## src/rtl/sha256_pkg.sv

```systemverilog
// Shared SHA-256 definitions used by the padder, the compressor and the hash controller.
package sha256_pkg;

  localparam int SHA256_BLOCK_BITS  = 512;
  localparam int SHA256_BLOCK_BYTES = 64;
  localparam int SHA256_LEN_BYTES   = 8;
  localparam int SHA256_PAD_LIMIT   = 55;

  localparam logic [7:0] SHA256_PAD_BYTE = 8'h80;

  typedef enum logic [1:0] {
    ACCUM,
    EMIT,
    EMIT_PAD
  } pad_state_t;

  // How the block buffer is turned into an outgoing block:
  // NONE     - buffer as is (full block, no padding inside it)
  // FINAL    - terminator at byte k, zero fill, bit length in the tail
  // SPILL    - terminator at byte k (if k < 64), zero fill, length follows in a pad block
  // PAD_ONLY - extra block: optional terminator at byte 0, zeros, bit length in the tail
  typedef enum logic [1:0] {
    MODE_NONE,
    MODE_FINAL,
    MODE_SPILL,
    MODE_PAD_ONLY
  } pad_mode_t;

endpackage

```

## src/rtl/sha256_pad_insert.sv

```systemverilog
// Combinational padding insertion: builds a 512-bit big-endian block from the
// message buffer, the byte count k, the message bit length and the padding mode.
// In PAD_ONLY mode, k = 64 asks for the 0x80 terminator at byte 0.
module sha256_pad_insert
  import sha256_pkg::*;
(
  input  logic [SHA256_BLOCK_BITS-1:0] buf_in,
  input  logic [6:0]                   k,
  input  logic [63:0]                  bitlen,
  input  pad_mode_t                    mode,
  output logic [SHA256_BLOCK_BITS-1:0] block
);

  localparam int LEN_START = SHA256_BLOCK_BYTES - SHA256_LEN_BYTES;

  // Decide each output byte independently: message byte, terminator, length byte or zero
  always_comb begin
    block = '0;
    for (int i = 0; i < SHA256_BLOCK_BYTES; i++) begin
      unique case (mode)
        MODE_NONE: begin
          block[8*(63-i) +: 8] = buf_in[8*(63-i) +: 8];
        end
        MODE_FINAL: begin
          if (7'(i) < k)
            block[8*(63-i) +: 8] = buf_in[8*(63-i) +: 8];
          else if (7'(i) == k)
            block[8*(63-i) +: 8] = SHA256_PAD_BYTE;
          else if (i >= LEN_START)
            block[8*(63-i) +: 8] = bitlen[8*(7-(i%8)) +: 8];
        end
        MODE_SPILL: begin
          if (7'(i) < k)
            block[8*(63-i) +: 8] = buf_in[8*(63-i) +: 8];
          else if (7'(i) == k)
            block[8*(63-i) +: 8] = SHA256_PAD_BYTE;
        end
        MODE_PAD_ONLY: begin
          if ((i == 0) && (k == 7'(SHA256_BLOCK_BYTES)))
            block[8*(63-i) +: 8] = SHA256_PAD_BYTE;
          else if (i >= LEN_START)
            block[8*(63-i) +: 8] = bitlen[8*(7-(i%8)) +: 8];
        end
        default: begin
          block[8*(63-i) +: 8] = 8'h00;
        end
      endcase
    end
  end

endmodule

```

## src/rtl/sha256_padder.sv

```systemverilog
// SHA-256 message padder: collects a byte stream into 64-byte blocks, applies the
// 0x80 terminator, zero fill and 64-bit bit length, and hands out complete blocks
// with first/last flags over a valid/ready handshake.
// Optional feature macro: SHA256_PADDER_STATS_EN adds the msg_blocks block counter.
module sha256_padder
  import sha256_pkg::*;
#(
  parameter int MAX_LEN_BITS = 64
) (
  input  logic                         clk,
  input  logic                         rst,
  input  logic                         in_valid,
  input  logic [7:0]                   in_data,
  input  logic                         in_last,
  output logic                         in_ready,
  output logic                         block_valid,
  input  logic                         block_ready,
  output logic [SHA256_BLOCK_BITS-1:0] block_data,
  output logic                         block_first,
  output logic                         block_last
`ifdef SHA256_PADDER_STATS_EN
  ,
  output logic [15:0]                  msg_blocks
`endif
);

  pad_state_t                   state;
  pad_state_t                   state_next;
  logic [SHA256_BLOCK_BITS-1:0] buffer;
  logic [SHA256_BLOCK_BITS-1:0] buf_wr;
  logic [SHA256_BLOCK_BITS-1:0] padded;
  logic [5:0]                   n;
  logic [6:0]                   k_after;
  logic [8:0]                   byte_sel;
  logic [MAX_LEN_BITS-1:0]      bitlen;
  logic [MAX_LEN_BITS-1:0]      bitlen_inc;
  logic                         first;
  logic                         pad_pending;
  logic                         pad_term;
  logic                         accept;
  logic                         handshake;
  logic                         load_block;
  logic                         last_c;
  logic                         pad_c;
  logic                         term_c;
  pad_mode_t                    mode;
  logic [6:0]                   ins_k;
  logic [MAX_LEN_BITS-1:0]      ins_len;

  assign in_ready   = (state == ACCUM) && !rst;
  assign accept     = in_ready && in_valid;
  assign handshake  = block_valid && block_ready;
  assign k_after    = {1'b0, n} + 7'd1;
  assign bitlen_inc = bitlen + MAX_LEN_BITS'(8);
  assign byte_sel   = {6'd63 - n, 3'b000};

  // Buffer contents with the incoming byte already written at index n
  always_comb begin
    buf_wr = buffer;
    buf_wr[byte_sel +: 8] = in_data;
  end

  sha256_pad_insert u_pad_insert (
    .buf_in (buf_wr),
    .k      (ins_k),
    .bitlen (ins_len),
    .mode   (mode),
    .block  (padded)
  );

  // State register
  always_ff @(posedge clk) begin
    if (rst) state <= ACCUM;
    else     state <= state_next;
  end

  // Next state, padding mode and the control for loading a new outgoing block
  always_comb begin
    state_next = state;
    mode       = MODE_NONE;
    ins_k      = k_after;
    ins_len    = bitlen_inc;
    load_block = 1'b0;
    last_c     = 1'b0;
    pad_c      = 1'b0;
    term_c     = 1'b0;
    unique case (state)
      ACCUM: begin
        if (accept) begin
          if (in_last) begin
            load_block = 1'b1;
            state_next = EMIT;
            if (k_after <= 7'(SHA256_PAD_LIMIT)) begin
              mode   = MODE_FINAL;
              last_c = 1'b1;
            end else if (k_after < 7'(SHA256_BLOCK_BYTES)) begin
              mode  = MODE_SPILL;
              pad_c = 1'b1;
            end else begin
              mode   = MODE_NONE;
              pad_c  = 1'b1;
              term_c = 1'b1;
            end
          end else if (k_after == 7'(SHA256_BLOCK_BYTES)) begin
            load_block = 1'b1;
            state_next = EMIT;
          end
        end
      end
      EMIT: begin
        if (handshake) begin
          if (pad_pending) begin
            state_next = EMIT_PAD;
            load_block = 1'b1;
            mode       = MODE_PAD_ONLY;
            ins_k      = pad_term ? 7'(SHA256_BLOCK_BYTES) : 7'd0;
            ins_len    = bitlen;
            last_c     = 1'b1;
          end else begin
            state_next = ACCUM;
          end
        end
      end
      EMIT_PAD: begin
        if (handshake) state_next = ACCUM;
      end
      default: begin
        state_next = ACCUM;
      end
    endcase
  end

  // Byte collection, length counting and the registered block outputs
  always_ff @(posedge clk) begin
    if (rst) begin
      buffer      <= '0;
      n           <= '0;
      bitlen      <= '0;
      first       <= 1'b1;
      pad_pending <= 1'b0;
      pad_term    <= 1'b0;
      block_valid <= 1'b0;
      block_data  <= '0;
      block_first <= 1'b0;
      block_last  <= 1'b0;
    end else begin
      if (accept) begin
        bitlen <= bitlen_inc;
        if (load_block) begin
          buffer <= '0;
          n      <= '0;
        end else begin
          buffer <= buf_wr;
          n      <= n + 6'd1;
        end
      end
      if (load_block) begin
        block_data  <= padded;
        block_valid <= 1'b1;
        block_last  <= last_c;
        block_first <= (state == ACCUM) ? first : 1'b0;
        pad_pending <= pad_c;
        pad_term    <= term_c;
        if (state == ACCUM) first <= 1'b0;
      end else if (handshake) begin
        block_valid <= 1'b0;
        block_data  <= '0;
        block_first <= 1'b0;
        block_last  <= 1'b0;
        pad_pending <= 1'b0;
        pad_term    <= 1'b0;
      end
      if (handshake && block_last) begin
        first  <= 1'b1;
        bitlen <= '0;
      end
    end
  end

`ifdef SHA256_PADDER_STATS_EN
  // Per-message block index, 1-based while a block is presented, saturating
  always_ff @(posedge clk) begin
    if (rst) begin
      msg_blocks <= '0;
    end else if (load_block) begin
      if (msg_blocks != 16'hFFFF) msg_blocks <= msg_blocks + 16'd1;
    end else if (handshake && block_last) begin
      msg_blocks <= '0;
    end
  end
`endif

endmodule

```

## config.mk

```make
export PLATFORM = sky130hd
export DESIGN_NAME = sha256_padder
export DESIGN_NICKNAME = d
export VERILOG_FILES = /design/src/rtl/sha256_pkg.sv /design/src/rtl/sha256_pad_insert.sv /design/src/rtl/sha256_padder.sv
export SDC_FILE = /design/constraint.sdc
export NUM_CORES = 2
export LEC_CHECK = 0
export ABC_AREA = 1
export CORE_ASPECT_RATIO = 2
export CORE_MARGIN = 3
export CORE_UTILIZATION = 45
export DETAILED_ROUTE_END_ITERATION = 10
export SETUP_SLACK_MARGIN = 0.02
export SYNTH_ARGS = -nofsm -noshare
export SYNTH_HDL_FRONTEND = slang
export SYNTH_HIERARCHICAL = 1
export SYNTH_SLANG_ARGS = --single-unit
export TNS_END_PERCENT = 30
```

## constraint.sdc

```tcl
create_clock -name clk -period 3.7 [get_ports clk]
set_clock_uncertainty 0.05 [all_clocks]
set_input_delay 0.74 -clock clk [delete_from_list [all_inputs] [get_ports clk]]
set_output_delay 0.74 -clock clk [all_outputs]
set_load 0.1 [all_outputs]
```

==> results_dict.tcl <==
set metrics [dict create \
    p_leak_nw 28.48 \
    p_clk_frac 0.458 \
    crit_fanout 8 \
    fin_cells 11810 \
    crit_chain "inv_2, ha_1, buf_4, nand2_1, nor2_1, nand2_1, nor2_1, buf_4, nand2_1, nand2_1, and2_1, nand2_1, a21oi_1, nand2_1, a21oi_1" \
    intPower_mw 18.95 \
    top_layer "met5" \
    required_ns 4.31 \
    slowest_stage "nor2_1" \
    grt_setup_unrepaired "true" \
    antenna_found_initial 3 \
    drive_above_1_share 0.09743 \
    yosys_warnings 6 \
    cp_top_family "simple AND/OR/NAND/NOR gates" \
    areaGrowthSynthToFinish_pct 23.16 \
    start_kind "register" \
    cts_tree "built" \
    grt_max_degree 209 \
    fin_ws_ns 0.1083 \
    period_needed_ns 3.592 \
    num_rows 187 \
    clockBufferDepth 3 \
    synth_area_per_cell_sq_um 6.235 \
    async_flop_share 0 \
    place_congestion 1.052 \
    powerDensity_nw_per_um2 354.1 \
    drt-met1-wl_mm 93.96 \
    cts.clk_slew.worst_paths_ns 0.07 \
    swShare 0.2627 \
    hold_path.class "register to register" \
    avgRoutedWirePerCell_um 21.65 \
    worst_pin_slew_ns 1.250 \
    initial_core_util 0.4538 \
    synth_cell_type_count 42 \
    placedCellCount 11620 \
    synth_edf_count 0 \
    vias 64600 \
    synth_compound_area_frac 0.1199 \
    ir_worst_vdd_mv 0.3531 \
    grt_pass1_vias 60410 \
    drt_iter0_markers 5329 \
    fin_hold_ws_ns 0.3979 \
    power.total_mw 25.70 \
    finalSetupViolations 0 \
    viasPerCell 5.468 \
    synth_mux_area_frac 0 \
    design.die.area_sq_um 135600 \
    drc 0 \
    wl_met2_mm 123.0 \
    top_level_ports 529 \
    cp.arrival_ns 4.20 \
    numCtsBuffers 104 \
    portBuffers 528 \
    die_h_um 517.8 \
    routed_wl_mm 255.8 \
    dp_hpwl_mm 185.4 \
    critPathCaptureType "register" \
    yosys.area_share.simple 0.4062 \
    outcome "complete, no violations" \
    syn_area_sq_um 58930 \
    fin_crit_sh 0.9707 \
    fp.dieW_um 261.9 \
    p_seq_frac 0.465 \
    synthXorXnorAreaFrac 0.004459 \
    core_sq_um 129900 \
    cp_common_cell "nand2_1" \
    grt_usage 0.3636 \
    drv_slew 0 \
    fmax_mhz 278.4 \
    maxCapViolCount 0 \
    clock_sinks 1099 \
    route.met3.wl_mm 15.71 \
    synth_top_family_by_area "simple AND/OR/NAND/NOR gates" \
    grt_pass1_wl_mm 375.5 \
    hold_violations 0 \
    max_stage_delay_ns 0.43 \
    cp.buffers_inverters 3 \
    synth_seq_cells 1099 \
    root_buffer "clkbuf_16" \
    p_comb_frac 0.077 \
    dr.pass1.iters 8 \
    yosysSeqAreaShare 0.3733 \
    maxSlewHeadroom 0.1664 \
    syn_inst 9451 \
    synth_fa_ha_area_frac 0.001699 \
    clkLatencyLatePin_ns 0.74 \
    worstSetupPathType "register to register" \
    htreeDepth 3 \
    place_ws_ns -0.1514 \
    power.switching_mw 6.751 \
    ys.flop_type "dfxtp_1" \
    num-nets-final 10050 \
    overflow 0 \
    utilization 0.5589 \
    drtAntennaViolNets 0 \
]
==> metrics by stage <==
step	setup TNS, ns	instance area (sq um)
finish	0	72580
global route	-0.009659	72570
CTS	0	72520
detailed placement	-7.172	68870
global placement	-8.545	68870
floorplan	0	58950
==> Yosys cell counts (5+ instances only) <==
library cell,instances,share of area
clkinv_1,5,0.00032
ha_1,8,0.0017
a21oi_2,7,0.0010
o22ai_1,13,0.0014
clkbuf_1,335,0.021
nand3b_1,8,0.0010
o21a_1,25,0.0032
buf_4,40,0.0051
a31oi_1,9,0.00096
nand2_1,3290,0.21
a21oi_1,1159,0.098
nor2_2,28,0.0030
xor2_1,30,0.0045
dfxtp_1,1099,0.37
nand4_1,66,0.0070
o21ai_1,5,0.00042
inv_1,749,0.048
and2_1,446,0.047
nor3_1,47,0.0040
nor2_1,588,0.037
buf_2,185,0.016
inv_2,18,0.0011
nand3_1,1049,0.089
nor2_4,13,0.0025
o21ai_0,123,0.010
nand2_2,29,0.0031
o21ai_2,11,0.0016
buf_1,35,0.0022
==> sequential cells by signal, summed over array words and instances, names as in the netlist <==
signal / flops
block_data: 512
buffer: 512
bitlen: 61
n: 6
state: 2
block_first: 1
block_last: 1
block_valid: 1
first: 1
pad_pending: 1
pad_term: 1
==> layout make-up <==
type                       instances  area (sq um)
multi-input combinational       6982         31540
clock buffer                     134          2918
inverter                         773          2934
tap                             1701          2128
fill                           13140         57280
clock inverter                    56         732.0
sequential                      1099         22000
antenna                            3         7.507
timing repair buffer            1066         10310
==> worst reg2reg max path, stage by stage, from the launching register on <==
cell and delay (ns):
dfxtp_1 0.37, inv_2 0.05, ha_1 0.32, buf_4 0.15, nand2_1 0.22, nor2_1 0.20
nand2_1 0.42, nor2_1 0.43, buf_4 0.24, nand2_1 0.30, nand2_1 0.18, and2_1 0.14
nand2_1 0.05, a21oi_1 0.12, nand2_1 0.10, a21oi_1 0.17
==> layout by cell type (no fill, tap or decap), types with 4 or more instances in the layout <==
master / n
nand2_1: 3287
a21oi_1: 1159
dfxtp_1: 1097
nand3_1: 1048
inv_1: 745
nor2_1: 582
buf_4: 557
and2_1: 446
clkdlybuf4s50_1: 405
o21ai_0: 123
clkbuf_16: 106
buf_12: 103
nand4_1: 66
nor3_1: 45
clkinv_2: 30
xor2_1: 30
nand2_2: 29
o21a_1: 25
nor2_4: 24
nor2_2: 23
inv_2: 16
clkbuf_8: 16
bufinv_16: 14
o22ai_1: 13
o21ai_2: 13
clkbuf_1: 12
a31oi_1: 9
nand3b_1: 8
clkinvlp_4: 7
a21oi_2: 7
inv_4: 5
ha_1: 5
nand2_4: 4
o211ai_1: 4
==> path summary, 6_finish.rpt <==
check | slack [ns] | start | end | depth (start not counted)
setup / recovery | 0.11 | n[0]$_SDFFE_PP0P_ | block_data[319]$_SDFFE_PP0P_ | 15
hold / removal | 0.40 | first$_SDFFE_PP1P_ | first$_SDFFE_PP1P_ | 2
setup reg to reg | 0.11 | n[0]$_SDFFE_PP0P_ | block_data[319]$_SDFFE_PP0P_ | 15
hold reg to reg | 0.40 | first$_SDFFE_PP1P_ | first$_SDFFE_PP1P_ | 2
==> power by group through the flow <==
| stage | registers [mW] | logic [mW] | clock network [mW] |
|---|---|---|---|
| after floorplan | 12.2 | 1.01 | 0 |
| after global placement | 12.2 | 1.93 | 0 |
| after detailed placement | 12.2 | 1.94 | 0 |
| after CTS | 11.9 | 1.94 | 11.9 |
| after global routing | 11.9 | 2.06 | 12.4 |
| final | 11.9 | 1.97 | 11.8 |
==> logic make-up after synthesis <==
logic type / Yosys count
other cells: 1
flops: 1099
buf+inv: 1372
simple gates: 5574
fa+ha+maj: 8
compound gates: 1367
xor+xnor: 30
==> repair_timing <==
action / 4_1_cts / 5_1_grt
buffers inserted: 0 / 2
hold endpoints to repair: 0 / 0
endpoints found under the setup margin: 0 / 166
hold buffers: 0 / 0
gates resized for setup: 0 / 7
==> per-layer routing <==
layer  GRT usage  vias to the layer above
met1      0.4047                    30280
met4      0.2751                        2
met2      0.6204                     2465
met5           0                        -
met3     0.05177                      729
li1            -                    31120
Note: power is estimated with default switching activity, not from simulation.
==> RTL change: new RTL, config.mk and constraints unchanged <==
Set the package constant `SHA256_BLOCK_BITS` to 128 (it was 512).
--- a/src/rtl/sha256_pkg.sv
+++ b/src/rtl/sha256_pkg.sv
@@ -1,7 +1,7 @@
 // Shared SHA-256 definitions used by the padder, the compressor and the hash controller.
 package sha256_pkg;
 
-  localparam int SHA256_BLOCK_BITS  = 512;
+  localparam int SHA256_BLOCK_BITS  = 128;
   localparam int SHA256_BLOCK_BYTES = 64;
   localparam int SHA256_LEN_BYTES   = 8;
   localparam int SHA256_PAD_LIMIT   = 55;
Ports: changed (resized block_data); port bits go from 529 to 145. The function was not compared with the original's and may differ.
==> RTL change against the unedited design <==
Setup slack gained 0.13 ns; routed wire length shrank 68%; utilization shrank 1.1 points; synthesized cell count shrank 66%; synthesized area shrank 66%; hold slack gained 0.0064 ns; first-iteration DRC count shrank 73%; combinational power shrank 63%; sequential cell count shrank 768; total power shrank 68%; final area shrank 67%; via count shrank 67%; critical endpoint is now block_data[6]; highest routed layer is now met4.
==> RTL change: results (changes against the unedited design) <==
| Metric | Value |
|---|---|
| Status | `completed` |
| Total CTS buffers | `35 (-66%)` |
| Antenna violations before repair | `0 (-3)` |
| Placement Cell Area | `22,600 um^2 (-67%)` |
| GR Layer Usage met3 | `3.08% (-2.1 points)` |
| Biggest regs | `block_data (128), buffer (128), bitlen (61)` |
| Initial DRC count | `1,459 (-73%)` |
| Met1 Use GR | `32.9% (-7.6 points)` |
| Cell count of the worst reg-to-reg path | `22 (+7)` |
| GRT Total Usage | `34.1% (-2.3 points)` |
| Port Buf Inserts | `144 (-73%)` |
| Critical R2R Launch | `n[1]` |
| Worst R2R End | `block_data[6]` |
| Pleak | `0.00938 uW (-67%)` |
| Synth unique cells | `49 (+17%)` |
| Worst hold slack | `0.404 ns (+0.00644 ns)` |
| Synth top cells by count | `nand2_1, a21oi_1, inv_1, dfxtp_1, nand3_1` |
| DP Cell Count | `3,929 (-66%)` |
| Avg WL per Cell | `20.6 um (-4.9%)` |
| Worst-Skew Late Latency | `0.55 ns (-0.19 ns)` |
| Synth top area cells | `dfxtp_1, nand2_1, a21oi_1, inv_1, nand3_1` |
| Non-Filler Instances | `3,987 (-66%)` |
| NetSw | `2170 uW (-68%)` |
| Final min period | `3.46 ns (-0.130 ns)` |
| Seq/Total Area, Yosys | `33.5% (-3.9 points)` |
| Share of layout cells above drive strength 1 | `9.16% (-0.58 points)` |
| Syn Area/Cell | `6.13 um^2 (-1.7%)` |
| Reg2reg setup slack | `0.24 ns (+0.13 ns)` |
| Net count, final | `3,438 (-66%)` |
| Crit. Startpoint | `n[1]` |
| Largest net degree at the start of global routing | `195 (-6.7%)` |
| Vias in the first global route | `20,700 (-66%)` |
-- RTL change: repair_timing --
action / 4_1_cts / 5_1_grt
endpoints found under the setup margin: 0 / 84
hold buffers: 0 / 0
gates resized for setup: 0 / 5
-- RTL change: power groups by stage --
stage | combinational, uW | sequential, uW | clock (uW)
finish | 724 | 3680 | 3770
detailed placement | 715 | 3760 | 0
CTS | 717 | 3680 | 3830
global placement | 708 | 3760 | 0
floorplan | 442 | 3760 | 0
global route | 786 | 3680 | 3920
-- RTL change: layout make-up --
type / instances / area (um^2)
Fill cell: 4488 / 19700
Clock inverter: 9 / 139
Inverter: 362 / 1370
Tap cell: 550 / 688
Clock buffer: 49 / 1050
Timing Repair Buffer: 313 / 2890
Multi-Input combinational cell: 2373 / 11100
Sequential cell: 331 / 6630
-- RTL change: metal layers --
| metal | up-vias | wire length (um) |
|---|---|---|
| li1 | 10600 | - |
| met1 | 9987 | 27200 |
| met3 | 275 | 2960 |
| met5 | - | 0 |
| met2 | 653 | 42100 |
| met4 | 0 | 9870 |
-- RTL change: kinds of logic (layout without fill, tap and decap cells) --
| group | after synthesis | in the layout | share of synthesized area (%) |
|---|---|---|---|
| other | 1 | 3 | 0.0189 |
| flip-flops | 331 | 331 | 33.5 |
| adder cells (fa/ha/maj) | 9 | 9 | 0.569 |
| buffers and inverters | 530 | 733 | 10.9 |
| XOR/XNOR | 38 | 38 | 1.72 |
| AND/OR/NAND/NOR | 1742 | 1742 | 37.9 |
| AO/OA/AOI/OAI | 581 | 581 | 15.4 |
-- RTL change: worst max-delay path, delay by kind of cell, from the launching register on --
kind	cells	cell delay (ns)
AO/OA/AOI/OAI	2	0.40
flip-flops	1	0.39
adder cells (fa/ha/maj)	2	0.44
buffers and inverters	5	0.62
AND/OR/NAND/NOR	13	1.39
